--- src/rtl/guess_entry_pkg.sv ---
// Shared types and constants for the keypad guess-entry block.
// Key codes here are defaults; the top module can override them per instance.
package guess_entry_pkg;

    localparam int DIGIT_W    = 4;
    localparam int NUM_DIGITS = 3;

    localparam logic [DIGIT_W-1:0] KEY_CLEAR_DEF = 4'hA;
    localparam logic [DIGIT_W-1:0] KEY_BACK_DEF  = 4'hC;
    localparam logic [DIGIT_W-1:0] KEY_ENTER_DEF = 4'hB;

    typedef logic [DIGIT_W-1:0] digit_t;

    typedef enum logic [1:0] {
        ST_ENTRY = 2'd0,
        ST_SEND  = 2'd1,
        ST_ERROR = 2'd2
    } state_e;

    function automatic logic is_digit(input digit_t code);
        return code <= 4'd9;
    endfunction

endpackage

--- src/rtl/guess_entry_if.sv ---
// Keypad-in / guess-out bundle between the keypad decoder, this block and the scorer.
// master: the guess-entry block itself; slave: whoever drives keys and consumes guesses.
interface guess_entry_if;
    import guess_entry_pkg::*;

    digit_t                      key_code;
    logic                        key_valid;
    digit_t                      oNum1;
    digit_t                      oNum2;
    digit_t                      oNum3;
    logic                        oNumRdy;
    logic [NUM_DIGITS*DIGIT_W-1:0] oEntry;
    logic [1:0]                  oCount;
    logic                        oErr;
    logic [7:0]                  oRound;

    modport master (
        input  key_code, key_valid,
        output oNum1, oNum2, oNum3, oNumRdy, oEntry, oCount, oErr, oRound
    );

    modport slave (
        output key_code, key_valid,
        input  oNum1, oNum2, oNum3, oNumRdy, oEntry, oCount, oErr, oRound
    );

endinterface

--- src/rtl/guess_entry_err_timer.sv ---
// Down-counter holding the error display for ERR_CYCLES clocks after a load.
// done is high in the last counted cycle so the owner leaves ERROR on that edge.
module err_timer #(
    parameter int ERR_CYCLES = 25_000_000
) (
    input  logic clk,
    input  logic rst,
    input  logic load,
    input  logic count,
    output logic done
);

    localparam int CNT_W = $clog2(ERR_CYCLES + 1);
    localparam logic [CNT_W-1:0] LOAD_VAL = CNT_W'(ERR_CYCLES);
    localparam logic [CNT_W-1:0] ONE      = CNT_W'(1);

    logic [CNT_W-1:0] cnt_q;
    logic [CNT_W-1:0] cnt_d;

    always_comb begin
        cnt_d = cnt_q;
        if (load) begin
            cnt_d = LOAD_VAL;
        end else if (count && (cnt_q != '0)) begin
            cnt_d = cnt_q - ONE;
        end
    end

    always_ff @(posedge clk or posedge rst) begin
        if (rst) begin
            cnt_q <= '0;
        end else begin
            cnt_q <= cnt_d;
        end
    end

    assign done = (cnt_q == ONE);

endmodule

--- src/rtl/guess_entry.sv ---
// Assembles keypad digits into a 3-digit guess and strobes it out on oNumRdy.
// Outputs are registered one edge after the key; keys arriving in SEND or ERROR are dropped.
module guess_entry
    import guess_entry_pkg::*;
#(
    parameter digit_t KEY_CLEAR      = KEY_CLEAR_DEF,
    parameter digit_t KEY_BACK       = KEY_BACK_DEF,
    parameter digit_t KEY_ENTER      = KEY_ENTER_DEF,
    parameter bit     REQUIRE_UNIQUE = 1'b1,
    parameter int     ERR_CYCLES     = 25_000_000
) (
    input  logic          clk,
    input  logic          reset,
    guess_entry_if.master ge
);

    state_e     state_q, state_d;
    digit_t     slot_q [NUM_DIGITS];
    digit_t     slot_d [NUM_DIGITS];
    digit_t     num_q  [NUM_DIGITS];
    digit_t     num_d  [NUM_DIGITS];
    logic [1:0] count_q, count_d;
    logic       rdy_q, rdy_d;
    logic       err_q, err_d;
    logic [7:0] round_q, round_d;

    logic       tmr_load;
    logic       tmr_count;
    logic       tmr_done;
    logic       is_dup;

    err_timer #(
        .ERR_CYCLES (ERR_CYCLES)
    ) u_err_timer (
        .clk   (clk),
        .rst   (reset),
        .load  (tmr_load),
        .count (tmr_count),
        .done  (tmr_done)
    );

    // Only slots below the current count hold real digits; stale zeros must not match.
    always_comb begin
        is_dup = 1'b0;
        for (int i = 0; i < NUM_DIGITS; i++) begin
            if ((2'(i) < count_q) && (slot_q[i] == ge.key_code)) begin
                is_dup = 1'b1;
            end
        end
    end

    always_comb begin
        state_d   = state_q;
        slot_d    = slot_q;
        num_d     = num_q;
        count_d   = count_q;
        rdy_d     = 1'b0;
        err_d     = err_q;
        round_d   = round_q;
        tmr_load  = 1'b0;
        tmr_count = 1'b0;

        case (state_q)
            ST_ENTRY: begin
                if (ge.key_valid) begin
                    if (is_digit(ge.key_code)) begin
                        if (count_q != 2'd3) begin
                            if (REQUIRE_UNIQUE && is_dup) begin
                                state_d  = ST_ERROR;
                                err_d    = 1'b1;
                                tmr_load = 1'b1;
                            end else begin
                                for (int i = 0; i < NUM_DIGITS; i++) begin
                                    if (2'(i) == count_q) begin
                                        slot_d[i] = ge.key_code;
                                    end
                                end
                                count_d = count_q + 2'd1;
                            end
                        end
                    end else if (ge.key_code == KEY_BACK) begin
                        if (count_q != 2'd0) begin
                            for (int i = 0; i < NUM_DIGITS; i++) begin
                                if (2'(i) == (count_q - 2'd1)) begin
                                    slot_d[i] = '0;
                                end
                            end
                            count_d = count_q - 2'd1;
                        end
                    end else if (ge.key_code == KEY_CLEAR) begin
                        slot_d  = '{default: '0};
                        count_d = 2'd0;
                    end else if (ge.key_code == KEY_ENTER) begin
                        if (count_q == 2'd3) begin
                            // Round counts on the same edge as the strobe so it is valid with oNumRdy.
                            num_d   = slot_q;
                            rdy_d   = 1'b1;
                            state_d = ST_SEND;
                            if (round_q != 8'hFF) begin
                                round_d = round_q + 8'd1;
                            end
                        end else begin
                            state_d  = ST_ERROR;
                            err_d    = 1'b1;
                            tmr_load = 1'b1;
                        end
                    end
                end
            end

            ST_SEND: begin
                slot_d  = '{default: '0};
                count_d = 2'd0;
                state_d = ST_ENTRY;
            end

            ST_ERROR: begin
                tmr_count = 1'b1;
                if (tmr_done) begin
                    slot_d  = '{default: '0};
                    count_d = 2'd0;
                    err_d   = 1'b0;
                    state_d = ST_ENTRY;
                end
            end

            default: begin
                state_d = ST_ENTRY;
            end
        endcase
    end

    always_ff @(posedge clk or posedge reset) begin
        if (reset) begin
            state_q <= ST_ENTRY;
            slot_q  <= '{default: '0};
            num_q   <= '{default: '0};
            count_q <= 2'd0;
            rdy_q   <= 1'b0;
            err_q   <= 1'b0;
            round_q <= 8'd0;
        end else begin
            state_q <= state_d;
            slot_q  <= slot_d;
            num_q   <= num_d;
            count_q <= count_d;
            rdy_q   <= rdy_d;
            err_q   <= err_d;
            round_q <= round_d;
        end
    end

    assign ge.oNum1   = num_q[0];
    assign ge.oNum2   = num_q[1];
    assign ge.oNum3   = num_q[2];
    assign ge.oNumRdy = rdy_q;
    assign ge.oEntry  = {slot_q[0], slot_q[1], slot_q[2]};
    assign ge.oCount  = count_q;
    assign ge.oErr    = err_q;
    assign ge.oRound  = round_q;

endmodule

--- src/flat_wrapper.sv ---
// flat-port wrapper written by rule: the top's interface ports become plain ports
module guess_entry_flat import guess_entry_pkg::*;
#(
    parameter digit_t KEY_CLEAR      = KEY_CLEAR_DEF,
    parameter digit_t KEY_BACK       = KEY_BACK_DEF,
    parameter digit_t KEY_ENTER      = KEY_ENTER_DEF,
    parameter bit     REQUIRE_UNIQUE = 1'b1,
    parameter int     ERR_CYCLES     = 25_000_000
)
  (clk, reset, ge_key_code, ge_key_valid, ge_oNum1, ge_oNum2, ge_oNum3, ge_oNumRdy, ge_oEntry, ge_oCount, ge_oErr, ge_oRound);
  guess_entry_if ge_i ();
  input  logic clk;
  input  logic reset;
  input wire logic [$bits(ge_i.key_code)-1:0] ge_key_code;
  input wire logic [$bits(ge_i.key_valid)-1:0] ge_key_valid;
  output wire logic [$bits(ge_i.oNum1)-1:0] ge_oNum1;
  output wire logic [$bits(ge_i.oNum2)-1:0] ge_oNum2;
  output wire logic [$bits(ge_i.oNum3)-1:0] ge_oNum3;
  output wire logic [$bits(ge_i.oNumRdy)-1:0] ge_oNumRdy;
  output wire logic [$bits(ge_i.oEntry)-1:0] ge_oEntry;
  output wire logic [$bits(ge_i.oCount)-1:0] ge_oCount;
  output wire logic [$bits(ge_i.oErr)-1:0] ge_oErr;
  output wire logic [$bits(ge_i.oRound)-1:0] ge_oRound;
  assign ge_i.key_code = ge_key_code;
  assign ge_i.key_valid = ge_key_valid;
  assign ge_oNum1 = ge_i.oNum1;
  assign ge_oNum2 = ge_i.oNum2;
  assign ge_oNum3 = ge_i.oNum3;
  assign ge_oNumRdy = ge_i.oNumRdy;
  assign ge_oEntry = ge_i.oEntry;
  assign ge_oCount = ge_i.oCount;
  assign ge_oErr = ge_i.oErr;
  assign ge_oRound = ge_i.oRound;
  guess_entry #(.KEY_CLEAR(KEY_CLEAR), .KEY_BACK(KEY_BACK), .KEY_ENTER(KEY_ENTER), .REQUIRE_UNIQUE(REQUIRE_UNIQUE), .ERR_CYCLES(ERR_CYCLES)) u_core (.clk(clk), .reset(reset), .ge(ge_i));
endmodule
--- config.mk ---
export PLATFORM = sky130hd
export DESIGN_NAME = guess_entry_flat
export DESIGN_NICKNAME = d
export VERILOG_FILES = /design/src/rtl/guess_entry_pkg.sv /design/src/rtl/guess_entry_if.sv /design/src/rtl/guess_entry_err_timer.sv /design/src/rtl/guess_entry.sv /design/src/flat_wrapper.sv
export SDC_FILE = /design/constraint.sdc
export NUM_CORES = 1
export LEC_CHECK = 0
export ABC_AREA = 1
export BUFFER_PORTS_ARGS = -buffer_cell sky130_fd_sc_hd__buf_4
export CORE_ASPECT_RATIO = 0.9
export CORE_MARGIN = 1.5
export CORE_UTILIZATION = 40
export CTS_BUF_LIST = sky130_fd_sc_hd__clkbuf_8 sky130_fd_sc_hd__clkbuf_16
export DETAILED_ROUTE_END_ITERATION = 8
export PLACE_DENSITY = 0.57
export SETUP_SLACK_MARGIN = 0.4
export SLEW_MARGIN = 10
export SYNTH_ARGS = -nofsm -noshare
export SYNTH_HDL_FRONTEND = slang
export SYNTH_SLANG_ARGS = --single-unit
export TNS_END_PERCENT = 100
--- constraint.sdc ---
create_clock -name clk -period 5.97 [get_ports clk]
set_clock_uncertainty 0.2 [all_clocks]
set_input_delay 0.2985 -clock clk [delete_from_list [all_inputs] [get_ports clk]]
set_output_delay 0.2985 -clock clk [all_outputs]
set_load 0.01 [all_outputs]
==> results.json, run 1 <==
{
  "fin_crit_ps": 2580,
  "fin_ws_ps": 3390,
  "clockBufferDepth": 2,
  "cp.required_ps": 5990,
  "tns_ps": 0,
  "crit_path_top_delay_cell": "nor2_2",
  "syn-num-nets": 533,
  "wirelength_mm": 8.74,
  "grt_start_max_net_pins": 64,
  "port_buffers": 42,
  "ys_types": 32,
  "viasPerCell": 4.94,
  "cp_num_buf_inv": 1,
  "route.detailed.drc": 0,
  "dieHeight_um": 94.5,
  "ys_warn_count": 0,
  "final_common_cell": "nand2_1",
  "rrSetupSlack_ps": 3390,
  "clk_latency_ps": 350,
  "p_per_area_nw_per_um2": 377,
  "start_kind": "flip-flop",
  "comb_power_share_pct": 36.5,
  "drt-pass1-iter-count": 4,
  "postPlaceCellArea_um2": 4150,
  "critPathTopFamily": "simple AND/OR/NAND/NOR gates",
  "p_int_mw": 0.972,
  "finalSetupViolations": 0,
  "max_freq_mhz": 387,
  "cts_tree": "yes",
  "post_cts_buffers": 0,
  "final_cell_mix": "169 x nand2_1, 68 x nor2_1, 63 x dfrtp_1",
  "gr-total-overflow": 0,
  "dp_hpwl_mm": 6.37,
  "ir_worst_vdd_v": 0.000183,
  "cp-end-kind": "flip-flop",
  "p_sw_mw": 0.677,
  "drive_above_1_share_pct": 14.4,
  "start_util_pct": 41.0,
  "core_area_um2": 9080,
  "post-route-period-util_pct": 43.3,
  "syn_area_per_cell_um2": 7.27,
  "maxSlewViolCount": 0,
  "switching_share_pct": 41.1,
  "power_leakage_nw": 2.20,
  "grt_pass1_wl_mm": 14.8,
  "cp_data_arrival_time_ps": 2610,
  "netlist_instances": 512,
  "critPathMaxFanout": 32,
  "numCtsBuffers": 9,
  "netlist_area_um2": 3720,
  "crit_top_cell": "nand2_1",
  "outcome": "finished with violations",
  "violations": "hold timing",
  "worstMarginPinSlew_ps": 1160,
  "h-tree-depth": 3,
  "slowest_delay_ps": 860,
  "path_cells": "inv_1, ha_1, nand2_1, nor2_1, nand2_1, nor2_1, nor2_2, nand2_1, o21ai_1, nand3_1",
  "timing.rr.start": "u_core.u_err_timer.cnt_q[0]",
  "numClockSinks": 63,
  "holdWs_ps": -10.7,
  "die_area_um2": 9890,
  "grt_pass1_vias": 3110,
  "power_frac_seq_pct": 37.6,
  "antenna_found_initial": 0,
  "track_usage_pct": 18.9,
  "pre_cts_ws_ps": 3380,
  "yosysSeqAreaShare_pct": 42.4,
  "hold_viol": 27,
  "vias": 3380,
  "drv_cap": 0,
  "drt_iter0_drc": 178,
  "io_pins": 43,
  "r2r_end": "u_core.u_err_timer.cnt_q[19]",
  "final_cell_area_um2": 4370,
  "rsz0062_at_grt": "no",
  "cts_root_buf": "clkbuf_8",
  "pwr-share-clk_pct": 25.9,
  "row_count": 33,
  "antenna_cells": 0,
  "worstRegToRegCells": 10,
  "synth_seq_cells": 63,
  "die_w_um": 105,
  "area.growth.synth_to_final_pct": 17.5,
  "hold_class": "primary input to async pin",
  "gp_congestion": 0.858,
  "report.power.total_mw": 1.65,
  "crit_type": "flip-flop to flip-flop",
  "cts_resized": 0,
  "slew_headroom_pct": 22.8,
  "clk_pin_slew_ps": 80,
  "hold_buffers": 0,
  "finalNetCount": 578,
  "postRouteAntennaNets": 0,
  "wl_per_cell_um": 12.8
}
[tightest hold or removal path, cell delays in order]
cell and delay, ps:
buf_4 110, inv_2 30, buf_4 620
[power groups by stage]
stage | Combinational (mW) | Clock, mW | Sequential, mW
final | 0.602 | 0.428 | 0.619
after CTS | 0.607 | 0.441 | 0.619
after global routing | 0.689 | 0.464 | 0.632
after global placement | 0.593 | 0 | 0.626
after floorplan | 0.432 | 0 | 0.614
after detailed placement | 0.604 | 0 | 0.627
[synthesized netlist by cell type (all sizes together)]
cell type	n	area (um2)
o22ai	3	18.8
a21oi	5	36.3
buf	8	46.3
or2	1	6.26
xnor2	3	26.3
nand3	41	210
nand2	171	647
ha	14	175
nor4	1	6.26
o21bai	4	30.0
a211o	1	8.76
nand3b	5	37.5
nor3b	1	7.51
and2	1	6.26
nor3	10	60.1
inv	54	203
clkbuf	1	3.75
o21ai	20	104
nand4	24	150
xor2	6	52.6
dfrtp	63	1580
nor2	75	309
[cell type report]
cell class | count | area [um2]
flip-flops and latches | 63 | 1580
fillers | 923 | 4710
repair buffers | 43 | 323
multi-input cells | 386 | 1890
clock inverters | 7 | 103
clock buffers | 9 | 124
well taps | 122 | 153
inverters | 54 | 203
[worst max path at each step]
stage	depth (start not counted)	slack (ps)	start	to
floorplan	1	3900	reset	u_core.ge.oCount[0]
global placement	11	3520	u_core.u_err_timer.cnt_q[0]	u_core.u_err_timer.cnt_q[17]
detailed placement	10	3380	u_core.u_err_timer.cnt_q[0]	u_core.u_err_timer.cnt_q[19]
CTS	10	3390	u_core.u_err_timer.cnt_q[0]	u_core.u_err_timer.cnt_q[19]
global route	10	3100	u_core.u_err_timer.cnt_q[0]	u_core.u_err_timer.cnt_q[19]
finish	10	3390	u_core.u_err_timer.cnt_q[0]	u_core.u_err_timer.cnt_q[19]
[kinds of logic (layout without fill, tap and decap cells)]
family	Yosys count	count (layout)	synth area share, %
flip-flops	63	63	42.4
adder cells (fa/ha/maj)	14	14	4.71
AO/OA/AOI/OAI	33	33	5.31
AND/OR/NAND/NOR	330	330	38.7
XOR/XNOR	9	9	2.12
buffers and inverters	63	113	6.79
[state kept, by name (all words and copies together) (netlist names)]
name and count:
u_core.ge.oNum1 4, u_core.ge.oEntry 12, u_core.ge.oErr 1, u_core.ge.oNum2 4, u_core.ge.oNumRdy 1, u_core.ge.oRound 8, u_core.ge.oNum3 4, u_core.state_q 2
u_core.u_err_timer.cnt_q 25, u_core.ge.oCount 2
[metal layers]
layer  global-route usage [%]  part of all wire, %  vias up
met5                        0                    0        -
met4                     4.68                 0.79        0
met3                     5.11                  4.4        7
met2                     29.4                   45       59
met1                     26.3                   50     1580
li1                         -                    -     1734
[per-stage QoR]
stage / hold WS (ps) / instances / util [%]
finish: -10.7 / 684 / 48.1
global route: 62.6 / 684 / 48.1
CTS: 25.9 / 684 / 48.1
detailed placement: 271 / 668 / 45.6
global placement: 265 / 668 / 45.6
floorplan: 266 / 512 / -
Power figures use the tool's default switching activity.
==> run 2: changes to the inputs <==
Settings changed: PLACE_DENSITY 0.57 to 0.59.
Clock period 5.97 ns to 2.25 ns, I/O delays scaled along.
==> run 2 against run 1 <==
  * The run now ends clean
  * Design area rose by 22%
  * Die area did not move
  * Sequential power rose to 2.6 times the previous value
  * Total power rose to 3.3 times the previous value
  * First-iteration DRC count fell by 5.6%
  * Routed wire length rose by 17%
  * Critical endpoint is now u_core.u_err_timer.cnt_q[17]
==> results.json, run 2 (synthesis results as in run 1) <==
{
  "outcome": "complete, no violations",
  "final_cell_mix": "155 x nand2_1, 95 x buf_4, 61 x dfrtp_1",
  "cp_num_buf_inv": 2,
  "grt_start_max_net_pins": 34,
  "cts_tree": "yes",
  "drt_iter0_drc": 168,
  "timing.rr.start": "u_core.ge.oCount[0]",
  "maxSlewViolCount": 0,
  "slowest_delay_ps": 450,
  "io_pins": 43,
  "pre_cts_ws_ps": -210,
  "cts_root_buf": "clkbuf_8",
  "start_util_pct": 41.0,
  "grt_pass1_wl_mm": 17.0,
  "holdWs_ps": 75.9,
  "stdcell_count": 752,
  "crit_path_top_delay_cell": "dfrtp_2",
  "cp_data_arrival_time_ps": 2010,
  "track_usage_pct": 21.5,
  "fillers": 818,
  "rsz0062_at_grt": "yes",
  "numClockSinks": 63,
  "wl_per_cell_um": 13.6,
  "slew_headroom_pct": 72.3,
  "area.growth.synth_to_final_pct": 42.9,
  "finalNetCount": 646,
  "final_common_cell": "nand2_1",
  "clk_latency_ps": 350,
  "start_kind": "flip-flop",
  "port_buffers": 42,
  "clockBufferDepth": 2,
  "postPlaceCellArea_um2": 4430,
  "critPathLaunch": "u_core.ge.oCount[0]",
  "max_freq_mhz": 508,
  "route.detailed.drc": 0,
  "critPathTopFamily": "simple AND/OR/NAND/NOR gates",
  "drive_above_1_share_pct": 33.3,
  "critPathMaxFanout": 7,
  "die_w_um": 105,
  "worstRegToRegCells": 12,
  "dieHeight_um": 94.5,
  "fin_ws_ps": 281,
  "postRouteAntennaNets": 0,
  "final_cell_area_um2": 5320,
  "ir_worst_vdd_v": 0.000571,
  "numCtsBuffers": 9,
  "fin_crit_ps": 1970,
  "cp.required_ps": 2290,
  "clk_pin_slew_ps": 80,
  "crit_type": "flip-flop to flip-flop",
  "gr-total-overflow": 0,
  "wirelength_mm": 10.3,
  "finalSetupViolations": 0,
  "viasPerCell": 4.98,
  "largest_register": "u_core.u_err_timer.cnt_q",
  "cp.depth": 12,
  "power_leakage_nw": 2.62,
  "dp_hpwl_mm": 6.83,
  "cp-end-kind": "flip-flop",
  "antenna_found_initial": 0,
  "h-tree-depth": 3,
  "worstMarginPinSlew_ps": 413,
  "rrSetupSlack_ps": 280,
  "row_count": 33,
  "grt_pass1_vias": 3523,
  "drt-pass1-iter-count": 4,
  "post-route-period-util_pct": 87.5,
  "p_per_area_nw_per_um2": 1010,
  "placedCellCount": 703,
  "die_area_um2": 9890,
  "vias": 3744,
  "critPathCapture": "u_core.u_err_timer.cnt_q[17]",
  "r2r_end": "u_core.u_err_timer.cnt_q[17]",
  "gp_congestion": 0.861,
  "core_area_um2": 9080,
  "path_cells": "inv_2, ha_4, o21bai_1, nor2_1, nand3b_1, nand3_2, nand2_2, nand2_2, nand2_4, buf_8, nand2_2, nor2_1",
  "hold_viol": 0,
  "antenna_cells": 0,
  "crit_top_cell": "nand2_2",
  "hold_class": "primary input to flip-flop",
  "drv_cap": 0,
  "largest_reg_flops": 25
}
==> run 2: cell types whose count changed in the layout (fill, tap and decap cells not counted), sizes merged <==
cell / change
nor2: +3
clkinvlp: +1
dlygate4sd3: +2
inv: -1
buf: +63
==> run 2: area by class of cell <==
| type | instances | area [um2] | area share [%] |
|---|---|---|---|
| multi-input combinational | 389 | 2230 | 42.0 |
| sequential | 63 | 1580 | 29.7 |
| timing repair buffer | 108 | 912 | 17.1 |
| inverter | 54 | 216 | 4.07 |
| tap | 122 | 153 | 2.87 |
| clock buffer | 9 | 124 | 2.33 |
| clock inverter | 7 | 103 | 1.93 |
==> run 2: per-layer routing <==
layer / track usage [%] / vias to the layer above / routed length, um
met3: 3.38 / 16 / 369
met1: 29.2 / 1770 / 4900
met2: 35.3 / 79 / 4860
li1: - / 1879 / -
met5: 0 / - / 0
met4: 7.19 / 0 / 133
==> run 2: worst min path at each step <==
stage,cells past startpoint,start,slack (ps),endpoint
floorplan,1,reset,40,u_core.ge.oEntry[0]
global placement,2,reset,-90,u_core.ge.oRound[5]
detailed placement,2,reset,-90,u_core.ge.oRound[5]
CTS,5,ge_key_code[1],50,u_core.ge.oEntry[5]
global route,5,ge_key_code[1],90,u_core.ge.oEntry[5]
finish,5,ge_key_code[2],80,u_core.ge.oEntry[10]
==> run 2: power by group <==
group / switching [mW] / leakage, nW / internal, mW
clock network: 0.502 / 0.111 / 0.637
registers: 0.251 / 0.784 / 1.37
logic: 1.43 / 1.72 / 1.19
total: 2.18 / 2.62 / 3.20
==> run 2: tightest hold or removal path: stages <==
cell and delay [ps]:
buf_4 140, inv_2 100, nor3_1 90, nand4_1 90, nand2_1 50
==> run 2: stage by stage <==
stage / util (%) / power, mW / setup TNS [ps]
2_1_floorplan: - / 2.78 / 0
3_3_place_gp: 48.7 / 3.47 / -1060
3_5_place_dp: 48.7 / 3.51 / -2710
4_1_cts: 56.1 / 5.09 / 0
5_1_grt: 58.6 / 5.76 / 0
6_report: 58.6 / 5.38 / 0
==> run 2: repair_timing <==
item | CTS | global route
gates resized for setup | 69 | 28
endpoints found under the setup margin | 62 | 52
buffers inserted | 15 | 12
endpoints found under the hold margin | 69 | 0
hold buffers | 2 | 0
gates cloned | 4 | 0
pin swaps | 21 | 27
==> run 3: changes to the inputs <==
Settings changed: ABC_AREA 1 to not set, PLACE_DENSITY 0.59 to 0.6.
==> run 3 against run 2 <==
  * The run now ends with setup timing left
  * Worst hold slack lost 37 ps
  * Register-to-register slack lost 450 ps
  * First-iteration DRC count shrank 24%
  * Synthesized area shrank 8.3%
  * Clock-buffer cell count grew 2
  * Critical endpoint is now u_core.ge.oEntry[9]
  * Fmax shrank 19%
  * Global-route usage grew 0.69 points
  * Largest cell class unchanged
  * Utilization grew 12 points
  * Combinational power grew 15%
  * Via count shrank 15%
==> results.json, run 3 <==
{
  "power_leakage_nw": 2.63,
  "grtUsageMet1_pct": 31.5,
  "gp_congestion": 0.882,
  "hold_viol": 0,
  "synthMuxAreaShare_pct": 4.91,
  "fin_crit_ps": 2420,
  "die_area_um2": 9090,
  "numClockSinks": 63,
  "clockBufferDepth": 2,
  "drt-pass1-iter-count": 4,
  "synth_simple_gate_area_share_pct": 23.7,
  "final_cell_mix": "102 x buf_4, 60 x dfrtp_1, 43 x nand2_1",
  "fillers": 583,
  "die_w_um": 100,
  "gr-usage-met2_pct": 33.9,
  "postRouteAntennaNets": 0,
  "critPathCapture": "u_core.ge.oEntry[9]",
  "synthArstFlopShare_pct": 100,
  "synth.area.top_cells": "dfrtp_1 46%, nand2_1 6.9%, xnor2_1 6.7%",
  "r2r_end": "u_core.ge.oEntry[9]",
  "post-route-period-util_pct": 108,
  "violations": "setup timing",
  "wirelength_mm": 10.6,
  "worstMarginPinSlew_ps": 640,
  "largest_reg_flops": 25,
  "slew_headroom_pct": 57.2,
  "cts_root_buf": "clkbuf_8",
  "synth_seq_cells": 63,
  "crit_type": "flip-flop to flip-flop",
  "finalSetupViolations": 16,
  "synth_compound_area_share_pct": 7.59,
  "placedCellCount": 536,
  "drive_above_1_share_pct": 58.7,
  "clk_pin_slew_ps": 70,
  "critPathMaxFanout": 4,
  "power_frac_seq_pct": 29.6,
  "grt_pass1_wl_mm": 15.8,
  "worstRegToRegCells": 6,
  "multi_input_area_um2": 2550,
  "postPlaceCellArea_um2": 4450,
  "p_sw_mw": 2.20,
  "h-tree-depth": 3,
  "cp-end-kind": "flip-flop",
  "p_per_area_nw_per_um2": 989,
  "drv_cap": 0,
  "maxSlewViolCount": 0,
  "ys.flop_type": "dfrtp_1",
  "synth.largest_area_cell": "dfrtp_1",
  "synth_top_family_by_area": "simple AND/OR/NAND/NOR gates",
  "synthAdderAreaFrac_pct": 5.13,
  "netlist_instances": 347,
  "synth_top_area_share_pct": 46.2,
  "gr-max-usage-layer": "met2",
  "syn-num-nets": 368,
  "row_count": 31,
  "synthXorXnorAreaFrac_pct": 9.50,
  "antenna_cells": 0,
  "grt_start_max_net_pins": 29,
  "synth_edf_count": 0,
  "hold_class": "primary input to flip-flop",
  "stdcell_count": 591,
  "finalNetCount": 509,
  "comb_power_share_pct": 53.0,
  "use_met3_pct": 5.19,
  "viasPerCell": 5.35,
  "yosysSeqAreaShare_pct": 46.2,
  "numCtsBuffers": 9,
  "port_buffers": 42,
  "start_kind": "flip-flop",
  "cp.required_ps": 2270,
  "syn_area_per_cell_um2": 9.83,
  "largest_register": "u_core.u_err_timer.cnt_q",
  "area.growth.synth_to_final_pct": 69.1,
  "final_cell_area_um2": 5770,
  "cts_tree": "yes",
  "dp_hpwl_mm": 6.18,
  "ys_types": 51,
  "rrSetupSlack_ps": -170,
  "ys_warn_count": 0,
  "outcome": "finished with violations",
  "synth_common_cells": "63 x dfrtp_1, 63 x nand2_1, 26 x xnor2_1",
  "max_freq_mhz": 413,
  "grt_pass1_vias": 3084,
  "io_pins": 43,
  "clk_latency_ps": 340,
  "vias": 3164,
  "report.power.total_mw": 5.71,
  "rsz0062_at_grt": "yes",
  "pwr-share-clk_pct": 17.5,
  "start_util_pct": 41.9,
  "holdWs_ps": 39.0,
  "core_area_um2": 8150,
  "timing.rr.start": "u_core.u_err_timer.cnt_q[15]",
  "dieHeight_um": 90.6,
  "antenna_found_initial": 0,
  "critPathLaunch": "u_core.u_err_timer.cnt_q[15]",
  "netlist_area_um2": 3410,
  "cp_data_arrival_time_ps": 2440,
  "track_usage_pct": 22.2,
  "wl_per_cell_um": 18.0,
  "fin_ws_ps": -170,
  "gr-total-overflow": 0,
  "ff_latch_area_um2": 1580,
  "route.detailed.drc": 0,
  "drt_iter0_drc": 128,
  "ir_worst_vdd_v": 0.000571,
  "switching_share_pct": 38.5,
  "final_common_cell": "buf_4",
  "utilization_pct": 70.8,
  "p_int_mw": 3.51
}
[run 3: cell count changes after synthesis, sizes merged, moves of 14 or more]
cell	before	now
inv	54	13
nor4	1	17
xnor2	3	26
nand4	24	6
o21ai	20	5
mux2	0	14
nor2	75	24
nand2	171	63
nand3	41	17
[run 3: repair_timing]
action	in CTS	in global routing
hold buffers	1	0
pin swaps	36	48
buffers inserted	13	23
hold endpoints to repair	26	0
resized for setup	90	82
cloned	2	1
setup endpoints to repair	63	62
[run 3: per-stage QoR]
| step | setup WS [ps] | TNS, ps |
|---|---|---|
| after floorplan | 15.7 | 0 |
| after global placement | -85.8 | -917 |
| after detailed placement | -142 | -1610 |
| after CTS | -114 | -1290 |
| after global routing | -323 | -5830 |
| final | -170 | -2020 |
[run 3: layout make-up]
cell class	count	area share [%]
clock buffers	11	2.62
clock inverters	4	0.803
well taps	99	2.15
inverters	13	1.17
multi-input cells	262	44.2
flip-flops and latches	63	27.4
repair buffers	139	21.6
[run 3: cells by family after synthesis]
group,count (synthesis)
AOI/OAI and AO/OA,31
xor gates and xnor gates,37
adders and majority gates,14
buffers and inverters,23
DFF,63
muxes,15
and+or+nand+nor,164
[run 3: worst max-delay path, cell delays in order (launching register included)]
cell and delay [ps]:
dfrtp_1 410, nor4_2 330, nand4_1 210, o21a_1 260, a311oi_4 370, nand3_2 210
mux2_2 320
[run 3: layer usage]
layer  part of all wire (%)  up-vias
met1                     46     1572
li1                       -     1497
met5                      0        -
met4                    1.5        0
met2                     49       80
met3                    3.7       15
[run 3: power by group through the flow]
stage	clock network (mW)	registers, mW	logic, mW
final	0.996	1.69	3.02
after global routing	1.06	1.72	3.20
after floorplan	0	1.72	1.07
after CTS	1.01	1.65	2.47
after detailed placement	0	1.66	1.96
after global placement	0	1.65	1.94
[run 3: how the worst min path moves through the flow]
stage	start	end	slack, ps	depth (start not counted)
6_report	ge_key_code[3]	u_core.ge.oCount[0]	40	4
5_1_grt	ge_key_code[3]	u_core.ge.oCount[0]	30	4
4_1_cts	ge_key_code[3]	u_core.ge.oCount[0]	10	4
3_5_place_dp	reset	u_core.ge.oRound[6]	20	2
3_3_place_gp	reset	u_core.ge.oRound[6]	20	2
2_1_floorplan	reset	u_core.ge.oEntry[0]	40	1
